**src/rtl/ex_stage_pkg.sv**
```systemverilog
// rtl/ex_stage_pkg.sv - ALU op / result-group encodings and shared constants for the execute stage
package ex_stage_pkg;

    localparam int ALUOP_W    = 8;
    localparam int ALUSEL_W   = 3;
    localparam int REG_ADDR_W = 5;

    // ALU operations carried from ID/EX
    localparam logic [ALUOP_W-1:0] EX_AND_OP   = 8'h01;
    localparam logic [ALUOP_W-1:0] EX_OR_OP    = 8'h02;
    localparam logic [ALUOP_W-1:0] EX_XOR_OP   = 8'h03;
    localparam logic [ALUOP_W-1:0] EX_SLL_OP   = 8'h04;
    localparam logic [ALUOP_W-1:0] EX_SRL_OP   = 8'h05;
    localparam logic [ALUOP_W-1:0] EX_SRA_OP   = 8'h06;
    localparam logic [ALUOP_W-1:0] EX_ADD_OP   = 8'h07;
    localparam logic [ALUOP_W-1:0] EX_SUB_OP   = 8'h08;
    localparam logic [ALUOP_W-1:0] EX_SLT_OP   = 8'h09;
    localparam logic [ALUOP_W-1:0] EX_SLTU_OP  = 8'h0a;
    localparam logic [ALUOP_W-1:0] EX_LUI_OP   = 8'h0b;
    localparam logic [ALUOP_W-1:0] EX_AUIPC_OP = 8'h0c;
    localparam logic [ALUOP_W-1:0] EX_JAL_OP   = 8'h0d;
    localparam logic [ALUOP_W-1:0] EX_JALR_OP  = 8'h0e;
    localparam logic [ALUOP_W-1:0] EX_BEQ_OP   = 8'h0f;
    localparam logic [ALUOP_W-1:0] EX_BNE_OP   = 8'h10;
    localparam logic [ALUOP_W-1:0] EX_BLT_OP   = 8'h11;
    localparam logic [ALUOP_W-1:0] EX_BGE_OP   = 8'h12;
    localparam logic [ALUOP_W-1:0] EX_BLTU_OP  = 8'h13;
    localparam logic [ALUOP_W-1:0] EX_BGEU_OP  = 8'h14;
    localparam logic [ALUOP_W-1:0] EX_LB_OP    = 8'h15;
    localparam logic [ALUOP_W-1:0] EX_LH_OP    = 8'h16;
    localparam logic [ALUOP_W-1:0] EX_LW_OP    = 8'h17;
    localparam logic [ALUOP_W-1:0] EX_LBU_OP   = 8'h18;
    localparam logic [ALUOP_W-1:0] EX_LHU_OP   = 8'h19;
    localparam logic [ALUOP_W-1:0] EX_SB_OP    = 8'h1a;
    localparam logic [ALUOP_W-1:0] EX_SH_OP    = 8'h1b;
    localparam logic [ALUOP_W-1:0] EX_SW_OP    = 8'h1c;

    // Result groups
    localparam logic [ALUSEL_W-1:0] EX_RES_NOP    = 3'd0;
    localparam logic [ALUSEL_W-1:0] EX_RES_LOGIC  = 3'd1;
    localparam logic [ALUSEL_W-1:0] EX_RES_SHIFT  = 3'd2;
    localparam logic [ALUSEL_W-1:0] EX_RES_ARITH  = 3'd3;
    localparam logic [ALUSEL_W-1:0] EX_RES_JUMP   = 3'd4;
    localparam logic [ALUSEL_W-1:0] EX_RES_BRANCH = 3'd5;
    localparam logic [ALUSEL_W-1:0] EX_RES_MEM    = 3'd6;

    localparam logic [31:0]           ZeroWord     = 32'h0;
    localparam logic                  WriteDisable = 1'b0;
    localparam logic [REG_ADDR_W-1:0] NOPRegAddr   = '0;

    // Stores never write the register file
    function automatic logic is_store(input logic [ALUOP_W-1:0] op);
        return (op == EX_SB_OP) || (op == EX_SH_OP) || (op == EX_SW_OP);
    endfunction

endpackage

```
**src/rtl/ex_stage_shifter.sv**
```systemverilog
// rtl/ex_stage_shifter.sv - 1-bit-per-cycle serial shifter with stall request
module serial_shifter
    import ex_stage_pkg::*;
#(
    parameter int XLEN    = 32,
    parameter int SHAMT_W = 5
) (
    input  logic               clk,
    input  logic               rst,
    input  logic               start,
    input  logic [ALUOP_W-1:0] op,
    input  logic [XLEN-1:0]    data,
    input  logic [SHAMT_W-1:0] shamt,
    input  logic               hold,
    output logic               stall_req,
    output logic [XLEN-1:0]    result,
    output logic               idle
);

    typedef enum logic [1:0] {ST_IDLE, ST_SHIFT, ST_DONE} sh_state_t;

    sh_state_t          state;
    logic [XLEN-1:0]    acc;
    logic [SHAMT_W-1:0] cnt;

    function automatic logic [XLEN-1:0] shift1(input logic [ALUOP_W-1:0] kind,
                                               input logic [XLEN-1:0] v);
        if (kind == EX_SLL_OP)
            return {v[XLEN-2:0], 1'b0};
        else if (kind == EX_SRA_OP)
            return {v[XLEN-1], v[XLEN-1:1]};
        else
            return {1'b0, v[XLEN-1:1]};
    endfunction

    // Operands stay stable while stalled, so they are captured only once in IDLE
    always_ff @(posedge clk) begin
        if (!rst) begin
            state <= ST_IDLE;
            acc   <= '0;
            cnt   <= '0;
        end else begin
            case (state)
                ST_IDLE: begin
                    if (start && shamt != '0) begin
                        acc   <= data;
                        cnt   <= shamt;
                        state <= ST_SHIFT;
                    end
                end
                ST_SHIFT: begin
                    acc <= shift1(op, acc);
                    cnt <= cnt - SHAMT_W'(1);
                    if (cnt == SHAMT_W'(1))
                        state <= ST_DONE;
                end
                ST_DONE: begin
                    if (!hold)
                        state <= ST_IDLE;
                end
                default: state <= ST_IDLE;
            endcase
        end
    end

    // Stall covers the IDLE detect cycle plus every SHIFT cycle
    always_comb begin
        stall_req = rst && (((state == ST_IDLE) && start && (shamt != '0)) || (state == ST_SHIFT));
        result    = (state == ST_DONE) ? acc : data;
        idle      = (state == ST_IDLE);
    end

endmodule

```
**src/rtl/ex_stage.sv**
```systemverilog
// rtl/ex_stage.sv - RV32I execute stage: ALU, branch/jump resolution, load/store address
module ex_stage
    import ex_stage_pkg::*;
#(
    parameter int XLEN    = 32,
    parameter int SHAMT_W = 5
) (
    input  logic                  clk,
    input  logic                  rst,
    input  logic [ALUOP_W-1:0]    ex_aluop,
    input  logic [ALUSEL_W-1:0]   ex_alusel,
    input  logic [XLEN-1:0]       ex_r1_data,
    input  logic [XLEN-1:0]       ex_r2_data,
    input  logic                  ex_w_enable,
    input  logic [REG_ADDR_W-1:0] ex_w_addr,
    input  logic [XLEN-1:0]       ex_pc,
    input  logic [XLEN-1:0]       ex_offset,
    input  logic [5:0]            stall,
    output logic [XLEN-1:0]       mem_w_data,
    output logic                  mem_w_enable,
    output logic [REG_ADDR_W-1:0] mem_w_addr,
    output logic [ALUOP_W-1:0]    mem_aluop,
    output logic [XLEN-1:0]       mem_addr,
    output logic [XLEN-1:0]       mem_store_data,
    output logic                  ex_b_flag,
    output logic [XLEN-1:0]       ex_b_target,
    output logic                  stall_req_ex
);

    logic            sh_stall_req;
    logic            sh_idle;
    logic [XLEN-1:0] sh_result;
    logic            lt_s;
    logic            lt_u;
    logic            eq;
    logic            taken;

    serial_shifter #(.XLEN(XLEN), .SHAMT_W(SHAMT_W)) u_shifter (
        .clk       (clk),
        .rst       (rst),
        .start     (ex_alusel == EX_RES_SHIFT),
        .op        (ex_aluop),
        .data      (ex_r1_data),
        .shamt     (ex_r2_data[SHAMT_W-1:0]),
        .hold      (stall[3]),
        .stall_req (sh_stall_req),
        .result    (sh_result),
        .idle      (sh_idle)
    );

    // Comparisons shared by SLT/SLTU and the conditional branches
    always_comb begin
        lt_s  = $signed(ex_r1_data) < $signed(ex_r2_data);
        lt_u  = ex_r1_data < ex_r2_data;
        eq    = ex_r1_data == ex_r2_data;
        taken = 1'b0;
        case (ex_aluop)
            EX_BEQ_OP:  taken = eq;
            EX_BNE_OP:  taken = !eq;
            EX_BLT_OP:  taken = lt_s;
            EX_BGE_OP:  taken = !lt_s;
            EX_BLTU_OP: taken = lt_u;
            EX_BGEU_OP: taken = !lt_u;
            default:    taken = 1'b0;
        endcase
    end

    // Result selection by group; a NOP group or reset leaves everything at zero
    always_comb begin
        mem_w_data     = ZeroWord;
        mem_w_enable   = WriteDisable;
        mem_w_addr     = NOPRegAddr;
        mem_aluop      = '0;
        mem_addr       = ZeroWord;
        mem_store_data = ZeroWord;
        ex_b_flag      = 1'b0;
        ex_b_target    = ZeroWord;
        stall_req_ex   = sh_stall_req;
        if (rst && ex_alusel != EX_RES_NOP) begin
            mem_w_enable = ex_w_enable;
            mem_w_addr   = ex_w_addr;
            mem_aluop    = ex_aluop;
            case (ex_alusel)
                EX_RES_LOGIC: begin
                    case (ex_aluop)
                        EX_AND_OP: mem_w_data = ex_r1_data & ex_r2_data;
                        EX_OR_OP:  mem_w_data = ex_r1_data | ex_r2_data;
                        EX_XOR_OP: mem_w_data = ex_r1_data ^ ex_r2_data;
                        default:   mem_w_data = ZeroWord;
                    endcase
                end
                EX_RES_SHIFT: mem_w_data = sh_result;
                EX_RES_ARITH: begin
                    case (ex_aluop)
                        EX_ADD_OP:   mem_w_data = ex_r1_data + ex_r2_data;
                        EX_SUB_OP:   mem_w_data = ex_r1_data - ex_r2_data;
                        EX_SLT_OP:   mem_w_data = {{(XLEN-1){1'b0}}, lt_s};
                        EX_SLTU_OP:  mem_w_data = {{(XLEN-1){1'b0}}, lt_u};
                        EX_LUI_OP:   mem_w_data = ex_r2_data;
                        EX_AUIPC_OP: mem_w_data = ex_pc + ex_r2_data;
                        default:     mem_w_data = ZeroWord;
                    endcase
                end
                EX_RES_JUMP: begin
                    mem_w_data  = ex_pc + XLEN'(4);
                    ex_b_flag   = sh_idle;
                    ex_b_target = (ex_aluop == EX_JALR_OP)
                                ? ((ex_r1_data + ex_offset) & ~XLEN'(1))
                                : (ex_pc + ex_offset);
                end
                EX_RES_BRANCH: begin
                    mem_w_enable = WriteDisable;
                    ex_b_flag    = taken && sh_idle;
                    ex_b_target  = ex_pc + ex_offset;
                end
                EX_RES_MEM: begin
                    mem_addr       = ex_r1_data + ex_offset;
                    mem_store_data = ex_r2_data;
                    if (is_store(ex_aluop))
                        mem_w_enable = WriteDisable;
                end
                default: mem_w_enable = WriteDisable;
            endcase
        end
    end

endmodule

```
**config.mk**
```make
export PLATFORM = sky130hd
export DESIGN_NAME = ex_stage
export DESIGN_NICKNAME = d
export VERILOG_FILES = /design/src/rtl/ex_stage_pkg.sv /design/src/rtl/ex_stage_shifter.sv /design/src/rtl/ex_stage.sv
export SDC_FILE = /design/constraint.sdc
export NUM_CORES = 1
export LEC_CHECK = 0
export ABC_AREA = 1
export BUFFER_PORTS_ARGS = -buffer_cell sky130_fd_sc_hd__buf_2
export CAP_MARGIN = 15
export CORE_MARGIN = 5
export CORE_UTILIZATION = 45
export DETAILED_ROUTE_END_ITERATION = 8
export MAX_ROUTING_LAYER = met4
export PLACE_DENSITY_LB_ADDON = 0.2
export SYNTH_ARGS = -nofsm -noshare
export SYNTH_HDL_FRONTEND = slang
export SYNTH_HIERARCHICAL = 1
export SYNTH_SLANG_ARGS = --single-unit
export TNS_END_PERCENT = 100
```
**constraint.sdc**
```tcl
create_clock -name clk -period 3.7 [get_ports clk]
set_input_delay 0.37 -clock clk [delete_from_list [all_inputs] [get_ports clk]]
set_output_delay 0.37 -clock clk [all_outputs]
set_load 0.01 [all_outputs]
```
==> results of run 1 <==
-- path summary, 6_finish.rpt --
path / depth (start not counted) / to / start
worst max-delay path: 22 / mem_w_data[28] / ex_aluop[1]
worst min-delay path: 3 / u_shifter/state[1] / stall[3]
worst max register to register: 7 / u_shifter/acc[31] / u_shifter/state[0]
worst min register to register: 2 / u_shifter/cnt[2] / u_shifter/cnt[2]
-- Yosys cell counts (2+ instances only) --
cell and count:
sky130_fd_sc_hd__a211oi_1 2, sky130_fd_sc_hd__a21boi_0 3, sky130_fd_sc_hd__a21o_1 10, sky130_fd_sc_hd__a21oi_1 249, sky130_fd_sc_hd__a31oi_1 13, sky130_fd_sc_hd__a41oi_1 4, sky130_fd_sc_hd__and2_1 4, sky130_fd_sc_hd__and3_1 3
sky130_fd_sc_hd__buf_1 4, sky130_fd_sc_hd__buf_2 25, sky130_fd_sc_hd__buf_4 9, sky130_fd_sc_hd__buf_6 4, sky130_fd_sc_hd__clkbuf_1 43, sky130_fd_sc_hd__dfxtp_1 39, sky130_fd_sc_hd__fa_1 4, sky130_fd_sc_hd__ha_1 199
sky130_fd_sc_hd__inv_1 464, sky130_fd_sc_hd__inv_2 17, sky130_fd_sc_hd__nand2_1 896, sky130_fd_sc_hd__nand2_2 2, sky130_fd_sc_hd__nand2_4 2, sky130_fd_sc_hd__nand3_1 287, sky130_fd_sc_hd__nand3_2 2, sky130_fd_sc_hd__nand3b_1 10
sky130_fd_sc_hd__nand4_1 40, sky130_fd_sc_hd__nor2_1 325, sky130_fd_sc_hd__nor2_2 9, sky130_fd_sc_hd__nor2_4 3, sky130_fd_sc_hd__nor3_1 78, sky130_fd_sc_hd__nor4_1 10, sky130_fd_sc_hd__o2111ai_1 2, sky130_fd_sc_hd__o211a_1 2
sky130_fd_sc_hd__o211ai_1 8, sky130_fd_sc_hd__o21a_1 6, sky130_fd_sc_hd__o21ai_0 206, sky130_fd_sc_hd__o21ai_1 49, sky130_fd_sc_hd__o21bai_1 24, sky130_fd_sc_hd__o221ai_1 17, sky130_fd_sc_hd__o22ai_1 16, sky130_fd_sc_hd__or2_2 13
sky130_fd_sc_hd__xnor2_1 23, sky130_fd_sc_hd__xor2_1 26
-- power by group through the flow --
| stage | logic (µW) | registers (µW) | clock network [µW] |
|---|---|---|---|
| 2_1_floorplan | 1500 | 484 | 0 |
| 3_3_place_gp | 2380 | 486 | 0 |
| 4_1_cts | 2440 | 480 | 534 |
| 3_5_place_dp | 2410 | 489 | 0 |
| 5_1_grt | 2840 | 484 | 553 |
| 6_report | 2620 | 481 | 536 |
-- cell families after synthesis --
logic type / count (synthesis)
compound gates: 617
xor+xnor: 49
fa+ha+maj: 203
buf+inv: 568
flops: 39
simple gates: 1689
-- layout make-up --
cell class / instances / area share (%)
antenna: 4 / 0.0495
clock buffer: 6 / 0.687
clock inverter: 2 / 0.173
inverter: 482 / 8.95
multi-input combinational: 2558 / 69.8
sequential: 39 / 3.86
tap: 468 / 2.90
timing repair buffer: 445 / 13.6
-- flip-flops by register name (all words and copies together), names as in the netlist --
name / cells
u_shifter/acc: 32
u_shifter/cnt: 5
u_shifter/state: 2
-- per-layer routing --
| metal | routed length, µm | part of all wire (%) |
|---|---|---|
| met5 | 0 | 0 |
| met4 | 4760 | 5.4 |
| met3 | 8830 | 10 |
| met2 | 39700 | 45 |
| met1 | 34300 | 39 |
-- what timing repair did --
| action | CTS | global route |
|---|---|---|
| gates cloned | 1 | 1 |
| setup endpoints to repair | 24 | 25 |
| buffers inserted | 4 | 10 |
| pin swaps | 12 | 60 |
| gates resized for setup | 40 | 140 |
-- stage by stage --
step           area (µm²)  setup TNS (ns)  worst slack [ns]  cells
2_1_floorplan       16500               0             0.396   3165
3_3_place_gp        19200          -0.670           -0.0856   3976
3_5_place_dp        19200           -2.40            -0.183   3976
4_1_cts             19600               0           0.00460   3989
5_1_grt             20200          -0.223            -0.103   4004
6_report            20200               0            0.0755   4004
-- cell usage in the layout, fill, tap and decap left out, types with 26 or more instances in the layout --
cell,synthesis,final
sky130_fd_sc_hd__a21oi_1,249,225
sky130_fd_sc_hd__buf_2,25,291
sky130_fd_sc_hd__buf_4,9,144
sky130_fd_sc_hd__dfxtp_1,39,39
sky130_fd_sc_hd__ha_1,199,187
sky130_fd_sc_hd__inv_1,464,463
sky130_fd_sc_hd__nand2_1,896,858
sky130_fd_sc_hd__nand2_2,2,39
sky130_fd_sc_hd__nand3_1,287,277
sky130_fd_sc_hd__nand4_1,40,40
sky130_fd_sc_hd__nor2_1,325,309
sky130_fd_sc_hd__nor3_1,78,75
sky130_fd_sc_hd__o21ai_0,206,174
sky130_fd_sc_hd__o21ai_1,49,56
sky130_fd_sc_hd__xor2_1,26,26
-- worst max-delay path: cells and delay by family --
family          cells  cell delay [ns]
fa+ha+maj           1             0.29
simple gates       12             1.41
compound gates      2             0.21
buf+inv             7             0.96
==> results by stage, run 1 <==
Timing:
- At the pin with the least slew margin, the transition time is 1.06 ns.
- Setup repair after global routing could not meet its margin everywhere.
- On the final layout, the worst clock skew is 0.00953 ns.
- Counting I/O delays and the setup requirement, the final critical path takes 3.62 ns.
- The number of endpoints failing setup at the final stage is 0.
- The relative slew slack is between 20 and 30%.
- The final max-slew violation count is 0.
- The post-route fraction of the period consumed by the critical path is 98.0%.
- Hold is met by 0.358 ns.
- For this run, the top clock speed supported by timing is 276 MHz.
- The number of failing hold endpoints at the final stage is 0.

Layout:
- The net total in the final layout is 3887.
- Summing all multi-input logic gate instances after layout gives roughly 14000 µm².
- Summing all flip-flop and latch instances after layout gives around 800 µm².
- The number of fillers in the final layout is 3913.
- The final standard cell utilization of the core is 55.5%.
- The post-synthesis to final-layout area growth is 22.4%.
- The fraction of final layout cells with drive strength greater than 1 is 18.1%.

Flow run:
- Across the run, the number of max-cap violations was 0.

Synth:
- The area share of the largest cell type after synthesis is 20.4%.
- For this run, asynchronously set or reset flops after synthesis account for 0%.
- The post-synthesis net count is between 3k and 4k.
- In the synthesized netlist, mux cells make up 0% of the area.
- Summing the areas of all compound-gate instances in the mapped netlist gives 20.4% of the synthesized area.
- The count of flip-flops with a built-in enable after synthesis is 0.
- The post-synthesis average cell area is 5.22 µm².
- The parity-gate share of the synthesized area counting xor and xnor cells is around 2.6%.
- The simple-gate area share of the yosys netlist is 43.2%.
- The number of standard cells after synthesis is 3165.
- The post-synthesis cell type with the largest combined area is sky130_fd_sc_hd__nand2_1.
- The summed instance area of the synthesized netlist is between 15000 and 20000 µm².
- In the post-synthesis netlist, the biggest area contributors are sky130_fd_sc_hd__nand2_1 (20%), sky130_fd_sc_hd__ha_1 (15%), sky130_fd_sc_hd__inv_1 (11%).
- The most used flip-flop cell after synthesis is sky130_fd_sc_hd__dfxtp_1.
- The share of the Yosys chip area taken by registers is under 10%.
- The flop and latch count out of synthesis is 39.
- The combinational family with the most area after synthesis is simple AND/OR/NAND/NOR gates.
- The adder and majority gate portion of the synthesized area is 15.6%.
- The warning count from the yosys run is 6.
- Yosys mapped the design onto 55 distinct sky130hd cell types.

Floorplanning:
- The count of boundary I/O pins is 297.
- The count of standard-cell rows is 70.
- The die covers 40600 µm².
- The vertical die dimension is 202 µm.
- The initial utilization of the core area, before any placement, comes to between 40% and 50%.
- The die span in x is around 200 µm.
- The total area inside the core boundary comes to between 30000 and 40000 µm².

Clocking:
- TritonCTS built the clock tree.
- Buffers inserted to repair hold after CTS numbered 0.
- The clock-pin slew on the worst setup and hold paths is roughly 0.060 ns.
- The later pin in the worst-skew pair is clocked with a latency of 0.31 ns.
- The number of clock sinks seen by CTS is 39.
- The total number of H-tree levels is 2.
- The TritonCTS buffer count is 5.
- The root buffer selected by CTS is sky130_fd_sc_hd__clkbuf_16.
- The maximum buffer depth of the clock tree is 2.

Route:
- The detailed router finished its first iteration with 2765 violations.
- The first detailed-routing pass took 6 iterations.
- After detailed routing, the average wire length per cell comes to between 20 and 25 µm.
- The final wirelength is 87.6 mm.
- The post-route antenna net violation count is 0.
- The total DRC errors in the routed layout is 0.
- The detailed-route via count is 23.4k.
- The routed via count divided by cell count is 5.84.

Critical path:
- The largest single stage delay on the critical path is 0.29 ns.
- The data arrival time of the critical path is 3.25 ns.
- The cell with the biggest individual delay on the critical path is sky130_fd_sc_hd__ha_4.
- The required time of the worst setup path is 3.33 ns.
- The maximum fanout along the worst path is 14.
- The startpoint kind of the worst setup timing path is an input pin.
- The type of destination of the critical path is an output port.
- The worst setup path is of the input pin to output port kind.
- Setup slack on the worst reg-to-reg path comes out at 1.67 ns.
- The signal on the critical path passes through buf_2, nor2_4, nand2_2, nor2_4, buf_12, buf_12, buf_12, clkbuf_16, o21ai_2, ha_4, buf_4, nand2_2, nor2_1, nand2_1, nor3_1, nand2_1, nand3_1, nand3_1, nand3_1, nand2_1, a21oi_1, buf_2.

Pwr:
- The static leakage is 0.0106 µW.
- The switching portion of total power is 54.1%.
- The proportion of power drawn by the clock network is around 15%.
- The switching power is approximately 2000 µW.
- The overall power after layout is 3640 µW.
- In this run, flip-flops and latches consume a little over an eighth of the power.
- Across the VDD grid, the largest voltage drop is 0.190 mV.
- In this run, the combinational gates consume between 70 and 80% of the power.
- Dividing total power by cell area gives a power density of 180 nW/µm².
- The internal power component is 1670 µW.

GRT:
- For met3 alone, demand over resource in global routing was around 6.1%.
- The global-route congestion overflow total is 0.
- The global router's overall resource usage is 41.4%.
- The via count of the first global-routing pass was 22.2k.
- In this run the most used layer during global routing was met2.
- For met2 alone, demand over resource in global routing was 67.8%.
- The global-route track usage on met1 is 50.6%.
- The largest net degree at the start of global routing is 75.
- The number of antenna violations at the first check in global routing is 5.
- The wire length of the first global-routing pass is 128 mm.

Status:
- The flow ran to the end, and the final reports show no timing, DRC or antenna violations.

Place:
- In this run the tool buffered the top-level ports with around 290 buffer cells.
- Routability-driven placement finished with a final weighted congestion of 1.11.
- The post-detailed-placement half-perimeter wirelength is about 74 mm.

Hold path:
- The worst hold path belongs to the class input pin to flop.
Power figures use the tool's default switching activity.
==> run 2: changes to the inputs <==
--- a/config.mk
+++ b/config.mk
@@ -8,8 +8,10 @@
 export ABC_AREA = 1
 export BUFFER_PORTS_ARGS = -buffer_cell sky130_fd_sc_hd__buf_2
 export CAP_MARGIN = 15
+export CELL_PAD_IN_SITES_DETAIL_PLACEMENT = 0
+export CELL_PAD_IN_SITES_GLOBAL_PLACEMENT = 1
 export CORE_MARGIN = 5
-export CORE_UTILIZATION = 45
+export CORE_UTILIZATION = 39
 export DETAILED_ROUTE_END_ITERATION = 8
 export MAX_ROUTING_LAYER = met4
 export PLACE_DENSITY_LB_ADDON = 0.2
==> results by stage, run 2 (synthesized netlist as in run 1, its figures left out) <==
Status:
- Run status: finished, final reports clean (unchanged).

Timing:
- The sum of negative setup slack is 0 ns (unchanged).
- RSZ-0062 raised after global routing: true (unchanged).
- The final max-slew violation count is 0 (unchanged).
- The clock tree skew after final layout was 0.0109 ns (was 0.00953 ns).
- The number of endpoints failing setup at the final stage is 0 (unchanged).
- The number of failing hold endpoints at the final stage came to 0 (unchanged).
- The final critical-path required period is 3.62 ns (about the same).
- The maximum operating frequency is 276 MHz (about the same).
- The relative slew slack came to 24.8% (was 28.9%).
- The post-route fraction of the period consumed by the critical path is 97.9% (was 98.0%).
- The transition time of the tightest slew-check pin came to 1.13 ns (was 1.06 ns).

Layout:
- The flip-flop count of the largest register after layout is 32 (unchanged).
- The net total in the final layout is 3920 (was 3887).
- The final instance area was 21000 µm² (was 20200 µm²).
- The post-synthesis to final-layout area growth is 26.9% (was 22.4%).
- Commonest cells after routing, fill and taps aside: sky130_fd_sc_hd__nand2_1 (840), sky130_fd_sc_hd__inv_1 (461), sky130_fd_sc_hd__nor2_1 (303) (was sky130_fd_sc_hd__nand2_1 (858), sky130_fd_sc_hd__inv_1 (463), sky130_fd_sc_hd__nor2_1 (309)).
- The most common cell after layout, fill and taps aside is sky130_fd_sc_hd__nand2_1 (unchanged).
- The fraction of final layout cells with drive strength greater than 1 is 20.7% (was 18.1%).
- The largest register by flop count is u_shifter/acc (unchanged).
- Largest registers: u_shifter/acc (32), u_shifter/cnt (5), u_shifter/state (2) (unchanged).
- The number of fillers in the final layout is 4603 (was 3913).

Critical path:
- The classification of the worst setup path is input pin to output port (unchanged).
- The type of destination of the critical path is an output port (unchanged).
- The startpoint kind of the worst setup timing path is an input pin (unchanged).
- The data arrival time of the critical path is 3.25 ns (about the same).
- Counting stages on the worst path, the most repeated cell is sky130_fd_sc_hd__nand2_1.
- The cell with the biggest individual delay on the critical path was sky130_fd_sc_hd__ha_1 (was sky130_fd_sc_hd__ha_4).
- The maximum fanout along the worst path came to 8 (was 14).
- Critical path, cell by cell: buf_2, nor2_4, nand2_4, nor2_4, buf_12, buf_12, buf_16, nand2_1, o21ai_2, ha_1, buf_4, a21oi_4, a21boi_1, nand2_1, a21oi_2, nand2_1, nand2_1, nand3_2, nand3_2, nand2_2, a21oi_2, buf_2 (was buf_2, nor2_4, nand2_2, nor2_4, buf_12, buf_12, buf_12, clkbuf_16, o21ai_2, ha_4, buf_4, nand2_2, nor2_1, nand2_1, nor3_1, nand2_1, nand3_1, nand3_1, nand3_1, nand2_1, a21oi_1, buf_2).
- The largest stage delay on the critical path is 0.28 ns (was 0.29 ns).
- The required time of the worst setup path is 3.33 ns (about the same).

GRT:
- The global-route congestion overflow total came to 0 (unchanged).
- The via count of the first global-routing pass came to 22.5k (was 22.2k).
- The largest net degree at the start of global routing was 61 (was 75).
- The number of antenna violations at the first check in global routing is 2 (was 5).
- The wire length of the first global-routing pass was 133 mm (was 128 mm).
- The global router's overall resource usage is 38.1% (was 41.4%).

Clocking:
- The quantity of hold-fixing buffers added after cts is 0 (unchanged).
- The root buffer selected by CTS is sky130_fd_sc_hd__clkbuf_16 (unchanged).
- The clock network latency to the later pin of the worst-skew pair is 0.30 ns (was 0.31 ns).
- The total number of H-tree levels is 2 (unchanged).
- The maximum buffer depth of the clock tree is 2 (unchanged).
- The clock-pin slew on the worst setup and hold paths came to 0.07 ns (was 0.06 ns).
- The TritonCTS buffer count came to 5 (unchanged).
- The TritonCTS clock tree is built (unchanged).
- The number of clock sinks seen by CTS is 39 (unchanged).

Floorplanning:
- The total core area is 41900 µm² (was 36400 µm²).
- The count of boundary I/O pins is 297 (unchanged).
- The vertical die dimension came to 216 µm (was 202 µm).
- The floorplan die area came to 46600 µm² (was 40600 µm²).
- The die span in x came to 216 µm (was 202 µm).
- The effective utilization at floorplan is 39.4% (was 45.3%).
- The count of standard-cell rows is 75 (was 70).

Route:
- The routed wire length per instance is 22.6 µm (was 21.9 µm).
- The routed via count divided by cell count came to 5.73 (was 5.84).
- The initial DRC count is 2448 (was 2765).
- The total DRC errors in the routed layout is 0 (unchanged).
- The final wirelength is 92.9 mm (was 87.6 mm).
- The detailed-route via count is 23.5k (was 23.4k).
- The detailed-router iteration count before antenna repair is 5 (was 6).
- The post-route antenna net violation count was 0 (unchanged).

Pwr:
- The static leakage is 0.0109 µW (was 0.0106 µW).
- The power density relative to cell area is 178 nW/µm² (was 180 nW/µm²).
- The worst vdd rail ir drop was 0.171 mV (was 0.190 mV).

Flow run:
- The number of max-capacitance violations reported came to 0 (unchanged).

Hold path:
- The type of the tightest min-delay check is input pin to flop (unchanged).

Place:
- The number of input and output port buffers inserted was 291 (unchanged).
- The placed instance area came to 19500 µm² (was 19200 µm²).
- The routability-driven placement congestion ratio is 1.07 (was 1.11).
- The post-detailed-placement half-perimeter wirelength came to 78.5 mm (was 74.2 mm).
run 2: cell count changes in the layout (fill, tap and decap cells not counted), sizes merged:
| cell | delta |
|---|---|
| buf | +34 |
| bufbuf | -1 |
| clkbuf | -1 |
| clkinv | +1 |
| diode | -1 |
run 2: area by class of cell:
class                   count  area [µm²]  share of cell area, %
repair buffers            478        2980                   14.2
well taps                 539         674                   3.22
multi-input cells        2558       14500                   69.4
flip-flops and latches     39         781                   3.73
clock buffers               5         125                  0.597
diodes                      3        7.51                 0.0358
clock inverters             3        43.8                  0.209
inverters                 482        1810                   8.64
run 2: stage by stage:
step | setup WS (ns) | power [µW] | util, % | instances | hold slack (ns)
after floorplan | 0.396 | 1980 | - | 3165 | 0.456
after global placement | -0.409 | 2940 | 46.5 | 4075 | 0.472
after detailed placement | -0.433 | 2960 | 46.5 | 4075 | 0.475
after CTS | 0.00115 | 3530 | 47.6 | 4091 | 0.333
after global routing | -0.0579 | 3990 | 50.0 | 4106 | 0.352
final | 0.0793 | 3730 | 50.0 | 4107 | 0.337
run 2: where the power goes:
group	switching [µW]	leakage (µW)	internal, µW
Clock	196	0.0000838	318
Combinational	1810	0.0105	926
Sequential	22.6	0.000320	459
Total	2030	0.0109	1700
run 2: path summary, 6_finish.rpt:
check / slack [ns] / from / to / cells past startpoint
setup / recovery: 0.08 / ex_aluop[1] / mem_w_data[31] / 22
hold / removal: 0.34 / stall[3] / u_shifter/state[1] / 3
setup reg to reg: 1.62 / u_shifter/state[0] / u_shifter/acc[31] / 7
hold reg to reg: 0.48 / u_shifter/cnt[2] / u_shifter/cnt[2] / 2
run 2: critical path, delay by kind of cell:
kind,cells,cell delay [ns]
compound gates,5,0.79
simple gates,10,0.97
buf+inv,6,0.84
fa+ha+maj,1,0.28
run 2: repair_timing:
| action | 4_1_cts | 5_1_grt |
|---|---|---|
| setup endpoints to repair | 22 | 26 |
| setup buffers | 6 | 13 |
| gates resized for setup | 67 | 198 |
| cloned | 2 | 1 |
| pin swaps | 24 | 73 |
| hold endpoints to repair | 0 | 0 |
run 2: layer usage:
metal  share of wire (%)  up-vias  GRT usage (%)
li1                    -    11200              -
met1                  40    10900           47.0
met2                  46     1211           63.3
met3                 8.5      200           4.88
met4                 4.7        0           15.4
met5                   0        -              -
